### config.mk
export PLATFORM = sky130hd
export DESIGN_NAME = datain_buf_rx
export DESIGN_NICKNAME = d
export VERILOG_FILES = /design/src/rtl/noc_flit_pkg.sv /design/src/rtl/datain_buf_mem.sv /design/src/rtl/datain_buf_rx.sv
export SDC_FILE = /design/constraint.sdc
export NUM_CORES = 1
export LEC_CHECK = 0
export ABC_AREA = 1
export CORE_ASPECT_RATIO = 0.6
export CORE_MARGIN = 5
export CORE_UTILIZATION = 40
export DETAILED_ROUTE_END_ITERATION = 8
export PLACE_DENSITY_LB_ADDON = 0.15
export SYNTH_ARGS = -nofsm -noshare
export SYNTH_HDL_FRONTEND = slang
export SYNTH_HIERARCHICAL = 1
export SYNTH_SLANG_ARGS = --single-unit
### constraint.sdc
create_clock -name clk -period 2.81 [get_ports clk]
set_clock_uncertainty 0.05 [all_clocks]
set_input_delay 0.281 -clock clk [delete_from_list [all_inputs] [get_ports clk]]
set_output_delay 0.281 -clock clk [all_outputs]
set_load 0.01 [all_outputs]
### src/rtl/noc_flit_pkg.sv
// noc_flit_pkg
//   Shared definitions for the NoC flit format and the ejection receiver.
//   Flit layout: [19:18] type, [17:0] payload.
//   No ports (package). Imported by datain_buf_mem and datain_buf_rx.
package noc_flit_pkg;

  localparam int FLIT_W    = 20;
  localparam int PKT_DEPTH = 30;

  // Position of the two-bit type field inside a flit
  localparam int TYPE_HI = 19;
  localparam int TYPE_LO = 18;

  localparam logic [1:0] FLIT_HEAD = 2'b10;
  localparam logic [1:0] FLIT_BODY = 2'b00;
  localparam logic [1:0] FLIT_TAIL = 2'b01;
  localparam logic [1:0] FLIT_RSVD = 2'b11;

  typedef enum logic [1:0] {
    RX_IDLE      = 2'd0,
    RX_WAIT_HEAD = 2'd1,
    RX_RECV      = 2'd2,
    RX_DONE      = 2'd3
  } rx_state_t;

  // Extract the type field of a flit
  function automatic logic [1:0] flit_type(input logic [FLIT_W-1:0] flit);
    return flit[TYPE_HI:TYPE_LO];
  endfunction

endpackage

### src/rtl/datain_buf_mem.sv
// datain_buf_mem
//   Packet storage for the ejection receiver: DEPTH x DATA_W, one write
//   port and one registered read port. A read of the address being written
//   in the same cycle returns the old contents. Addresses >= DEPTH read 0.
//   The array itself is never cleared by reset; only rd_data is.
// Ports:
//   clk      in   clock, rising edge
//   RST      in   synchronous active-high reset (clears rd_data only)
//   we       in   write enable
//   wr_addr  in   write address
//   wr_data  in   write data
//   rd_addr  in   read address
//   rd_data  out  registered read data
module datain_buf_mem
  import noc_flit_pkg::*;
#(
  parameter int DATA_W = FLIT_W,
  parameter int DEPTH  = PKT_DEPTH,
  parameter int ADDR_W = 5
) (
  input  logic              clk,
  input  logic              RST,
  input  logic              we,
  input  logic [ADDR_W-1:0] wr_addr,
  input  logic [DATA_W-1:0] wr_data,
  input  logic [ADDR_W-1:0] rd_addr,
  output logic [DATA_W-1:0] rd_data
);

  localparam logic [ADDR_W:0] DEPTH_V = (ADDR_W+1)'(DEPTH);

  logic [DATA_W-1:0] mem [DEPTH];

  // Write port; the array is deliberately left out of reset
  always_ff @(posedge clk) begin
    if (we) begin
      mem[wr_addr] <= wr_data;
    end
  end

  // Registered read; out-of-range addresses return zero
  always_ff @(posedge clk) begin
    if (RST) begin
      rd_data <= '0;
    end else if ({1'b0, rd_addr} < DEPTH_V) begin
      rd_data <= mem[rd_addr];
    end else begin
      rd_data <= '0;
    end
  end

endmodule

### src/rtl/datain_buf_rx.sv
// datain_buf_rx
//   Ejection-side packet receiver for one NoC tile. Accepts framed flits
//   from the router local port, stores one packet of DEPTH flits, checks
//   framing and reports done/error. One packet per arm: after DONE the
//   block waits for enable to drop before it can be re-armed.
//   Optional macro DATAIN_BUF_RX_CHECKSUM_EN adds a running XOR over the
//   head/body payloads, checks it against the tail payload, and adds chk_ok.
// Ports:
//   clk       in   clock, rising edge
//   RST       in   synchronous active-high reset
//   enable    in   arm receiver (level)
//   in_valid  in   datain carries a flit
//   datain    in   flit, [19:18] type, [17:0] payload
//   rd_addr   in   readback address
//   rd_data   out  mem[rd_addr], one cycle latency
//   flit_cnt  out  flits stored in current packet
//   busy      out  receiving a packet
//   rx_done   out  packet complete without error (level while done)
//   rx_err    out  sticky framing error
//   chk_ok    out  (checksum build only) checksum matched, high while done
module datain_buf_rx
  import noc_flit_pkg::*;
#(
  parameter int DATA_W = FLIT_W,
  parameter int DEPTH  = PKT_DEPTH,
  parameter int ADDR_W = 5
) (
  input  logic              clk,
  input  logic              RST,
  input  logic              enable,
  input  logic              in_valid,
  input  logic [DATA_W-1:0] datain,
  input  logic [ADDR_W-1:0] rd_addr,
  output logic [DATA_W-1:0] rd_data,
  output logic [ADDR_W:0]   flit_cnt,
  output logic              busy,
  output logic              rx_done,
  output logic              rx_err
`ifdef DATAIN_BUF_RX_CHECKSUM_EN
  ,
  output logic              chk_ok
`endif
);

  localparam logic [ADDR_W:0] LAST_IDX = (ADDR_W+1)'(DEPTH-1);
  localparam logic [ADDR_W:0] CNT_ONE  = (ADDR_W+1)'(1);

  rx_state_t         state, state_n;
  logic [ADDR_W:0]   cnt_n;
  logic              err_n;
  logic              we;
  logic [ADDR_W-1:0] wr_addr;
  logic [1:0]        ftype;

  assign ftype = flit_type(datain);
  assign busy  = (state == RX_RECV);

`ifdef DATAIN_BUF_RX_CHECKSUM_EN
  logic [TYPE_LO-1:0] payload;
  logic [TYPE_LO-1:0] acc, acc_n;
  logic               chk_q, chk_n;

  assign payload = datain[TYPE_LO-1:0];
  assign chk_ok  = (state == RX_DONE) && chk_q;
`endif

  // State and status registers; rx_done is registered from the next state
  // so it rises together with entry into DONE
  always_ff @(posedge clk) begin
    if (RST) begin
      state    <= RX_IDLE;
      flit_cnt <= '0;
      rx_err   <= 1'b0;
      rx_done  <= 1'b0;
`ifdef DATAIN_BUF_RX_CHECKSUM_EN
      acc      <= '0;
      chk_q    <= 1'b0;
`endif
    end else begin
      state    <= state_n;
      flit_cnt <= cnt_n;
      rx_err   <= err_n;
      rx_done  <= (state_n == RX_DONE) && !err_n;
`ifdef DATAIN_BUF_RX_CHECKSUM_EN
      acc      <= acc_n;
      chk_q    <= chk_n;
`endif
    end
  end

  // Next-state and write control. In RECV every valid flit is stored even
  // when it is a framing error, so the host can inspect the bad packet.
  always_comb begin
    state_n = state;
    cnt_n   = flit_cnt;
    err_n   = rx_err;
    we      = 1'b0;
    wr_addr = flit_cnt[ADDR_W-1:0];
`ifdef DATAIN_BUF_RX_CHECKSUM_EN
    acc_n   = acc;
    chk_n   = chk_q;
`endif
    case (state)
      RX_IDLE: begin
        if (enable) begin
          state_n = RX_WAIT_HEAD;
          cnt_n   = '0;
          err_n   = 1'b0;
`ifdef DATAIN_BUF_RX_CHECKSUM_EN
          acc_n   = '0;
          chk_n   = 1'b0;
`endif
        end
      end
      RX_WAIT_HEAD: begin
        if (!enable) begin
          state_n = RX_IDLE;
        end else if (in_valid) begin
          if (ftype == FLIT_HEAD) begin
            we      = 1'b1;
            wr_addr = '0;
            cnt_n   = CNT_ONE;
            state_n = RX_RECV;
`ifdef DATAIN_BUF_RX_CHECKSUM_EN
            acc_n   = payload;
`endif
          end else begin
            err_n = 1'b1;
          end
        end
      end
      RX_RECV: begin
        if (in_valid) begin
          we    = 1'b1;
          cnt_n = flit_cnt + CNT_ONE;
          if (ftype == FLIT_TAIL) begin
            state_n = RX_DONE;
            if (flit_cnt != LAST_IDX) begin
              err_n = 1'b1;
            end
`ifdef DATAIN_BUF_RX_CHECKSUM_EN
            chk_n = (payload == acc);
            if (payload != acc) begin
              err_n = 1'b1;
            end
`endif
          end else if (flit_cnt == LAST_IDX) begin
            // Slot DEPTH-1 filled by a non-tail flit: packet is overlong
            err_n   = 1'b1;
            state_n = RX_DONE;
          end else begin
            if (ftype != FLIT_BODY) begin
              err_n = 1'b1;
            end
`ifdef DATAIN_BUF_RX_CHECKSUM_EN
            if (ftype == FLIT_BODY || ftype == FLIT_HEAD) begin
              acc_n = acc ^ payload;
            end
`endif
          end
        end
      end
      RX_DONE: begin
        if (!enable) begin
          state_n = RX_IDLE;
        end
      end
      default: begin
        state_n = RX_IDLE;
      end
    endcase
  end

  datain_buf_mem #(
    .DATA_W (DATA_W),
    .DEPTH  (DEPTH),
    .ADDR_W (ADDR_W)
  ) u_mem (
    .clk     (clk),
    .RST     (RST),
    .we      (we && !RST),
    .wr_addr (wr_addr),
    .wr_data (datain),
    .rd_addr (rd_addr),
    .rd_data (rd_data)
  );

endmodule

==> results_dict.tcl <==
set metrics [dict create \
    overflow 0 \
    use_met2_pct 32.2 \
    leakage_uw 0.0132 \
    synth_edf_count 600 \
    grt_pass1_wl_mm 117 \
    cts_setup_buffers 0 \
    clockBufferDepth 3 \
    setup_slack_ps 214 \
    hpwl_mm 49.3 \
    gp_congestion 0.996 \
    drive_gt1_share_pct 8.42 \
    drt-vias-per-instance 5.00 \
    die_w_microns 347 \
    netlist_area_sq_um 27200 \
    finalCritPeriodShare_pct 92.4 \
    crit_required_ps 3100 \
    rsz0062_at_grt "false" \
    slew_violations 0 \
    netlist_top_cells_count "847 x nand2_1, 600 x edfxtp_1, 486 x inv_1, 421 x nand3_1, 88 x nor2_1" \
    setup_violations 0 \
    areaGrowthSynthToFinish_pct 16.5 \
    port-buffer-count 57 \
    crit_slowest_cell "dfxtp_1" \
    die_y_microns 212 \
    dp.cells 3624 \
    place_ws_ps 145 \
    grt_util_all_layers_pct 21.5 \
    hold_class "in2reg" \
    cp_max_fo 20 \
    cp.arrival_ps 2880 \
    yosysTopAreaCellShare_pct 66.2 \
    final_antenna_net_count 0 \
    n_antenna_cell 0 \
    finalSetupTns_ps 0 \
    finalInstanceArea_sq_um 31700 \
    worstSetupPathDepth 10 \
    synth_cells 2687 \
    outcome "finished, final reports clean" \
    antenna_found_initial 5 \
    clk_pin_slew_ps 70 \
    grt_util_met1_pct 31.9 \
    dieArea_sq_um 73600 \
    path_class "reg2reg" \
    p_per_area_nw_per_um2 657 \
    yosysSeqAreaShare_pct 68.4 \
    grt_pass1_vias 18000 \
    synth.most_common_cell "nand2_1" \
    critPathMostFrequentCell "inv_1" \
    rows 74 \
    crit_family "simple AND/OR/NAND/NOR gates" \
    hold_viol 0 \
    ios 58 \
    crit_chain "inv_1 -> ha_1 -> inv_2 -> nor3_2 -> buf_4 -> nor2_1 -> inv_1 -> nand3_1 -> nor2_2 -> buf_12" \
    synth_cell_type_count 28 \
    ir_drop_v 0.000446 \
    fill_cells 6383 \
    cts_resized 0 \
    hold_depth 7 \
    cts_tree "built" \
    cts-buffers-inserted 60 \
    cp_num_buf_inv 5 \
    first_iter_violations 2151 \
    syn_avg_cell_area_sq_um 10.1 \
    cts.sinks 630 \
    fin_util_pct 46.8 \
    synth.area.top_cells "edfxtp_1 66%, nand2_1 12%, nand3_1 7.7%" \
    initial_core_util_pct 40.2 \
    cts_root_buf "clkbuf_16" \
    synth_seq_cells 630 \
    grt_max_degree 110 \
    synth_largest_area_cell "edfxtp_1" \
    r2r_cells 10 \
    period_minus_slack_ps 2600 \
    clk_latency_ps 650 \
    async_reset_ff_share_pct 0 \
    placed_area_sq_um 29700 \
    timing.fmax_ghz 0.385 \
    yosys_warnings 6 \
    wl_per_cell_microns 21.3 \
    grt-busiest-layer "met2" \
    remaining_drc_errors 0 \
    core_sq_um 67800 \
    dr.pass1.iters 5 \
    syn_nets 2722 \
    drv_cap 0 \
    start_kind "flop" \
    crit_path_end_kind "flop" \
    ctsHoldBuffers 0 \
    grt_use_met3_pct 5.37 \
    num_vias 18700 \
    max-slew-margin-rel_pct 45.9 \
    slowest_delay_ps 320 \
    htreeDepth 2 \
    wl_mm 79.5 \
    synthFlopType "edfxtp_1" \
    nNetsFinal 2809 \
    worst_pin_slew_ps 810 \
    layout.cells.non_filler 3738 \
]
final cells by class:
cell class	instances	area, sq um	area share [%]
clock buffer	65	1540	4.86
clock inverter	49	527	1.66
inverter	492	1860	5.87
multi-input combinational	1440	6210	19.6
sequential	630	18600	58.7
tap	912	1140	3.60
timing repair buffer	150	1820	5.74
flip-flops by register name (all words and copies together) (netlist names):
register / cells
u_mem/mem: 600
u_mem/rd_data: 20
flit_cnt: 6
state: 2
rx_done: 1
rx_err: 1
metal layers:
metal	share of wire [%]	routed length, microns
met1	46	36300
met2	43	34200
met3	9.5	7570
met4	1.8	1450
met5	0	0
worst reg2reg max path, delay by kind of cell, from the launching register on:
kind	cells	cell delay [ps]
DFF	1	320
and+or+nand+nor	4	910
buffers and inverters	5	730
adders and majority gates	1	270
cell families after synthesis:
group                    count (synthesis)  share of synthesized area, %
AO/OA/AOI/OAI                           63                          1.18
XOR/XNOR                                 3                        0.0965
adder cells (fa/ha/maj)                  6                         0.276
buffers and inverters                  617                          9.11
flip-flops                             630                          68.4
AND/OR/NAND/NOR                       1368                          21.0
per-stage QoR:
stage / power, uW / hold WS [ps]
2_1_floorplan: 11600 / 300
3_3_place_gp: 12400 / 443
3_5_place_dp: 12400 / 446
4_1_cts: 21000 / 218
5_1_grt: 21600 / 313
6_report: 20800 / 284
final timing paths:
path / end / slack [ps] / startpoint
max: u_mem/mem[8][4]$_DFFE_PP_ / 210 / state[1]$_SDFF_PP0_
min: u_mem/rd_data[5]$_SDFF_PP0_ / 280 / rd_addr[1]
max reg2reg: u_mem/mem[8][4]$_DFFE_PP_ / 210 / state[1]$_SDFF_PP0_
min reg2reg: flit_cnt[5]$_SDFFE_PP0P_ / 460 / flit_cnt[5]$_SDFFE_PP0P_
cells in the final DEF (no fill, tap or decap), types with 2 or more instances in the layout:
master	netlist	final
nand3_1	421	421
clkinv_1	0	15
a21oi_1	31	31
inv_1	486	486
nand2_1	847	847
xor2_1	3	3
nor3_1	2	2
dfxtp_1	30	30
clkinv_2	1	15
nor2_2	3	34
clkdlybuf4s50_1	0	54
bufinv_16	0	11
buf_12	0	44
nor2_1	88	57
clkinv_4	0	2
edfxtp_1	600	600
clkbuf_1	20	4
clkinvlp_4	0	4
inv_6	0	3
o21ai_0	27	27
inv_2	5	3
ha_1	6	6
o21ai_1	3	3
buf_4	10	49
clkbuf_16	0	61
nand2_2	2	2
power by group:
part | internal (uW) | switching (uW) | total [uW]
combinational | 539 | 1280 | 1820
sequential | 10300 | 74.5 | 10400
clock | 4970 | 3640 | 8610
Power figures use the tool's default switching activity.
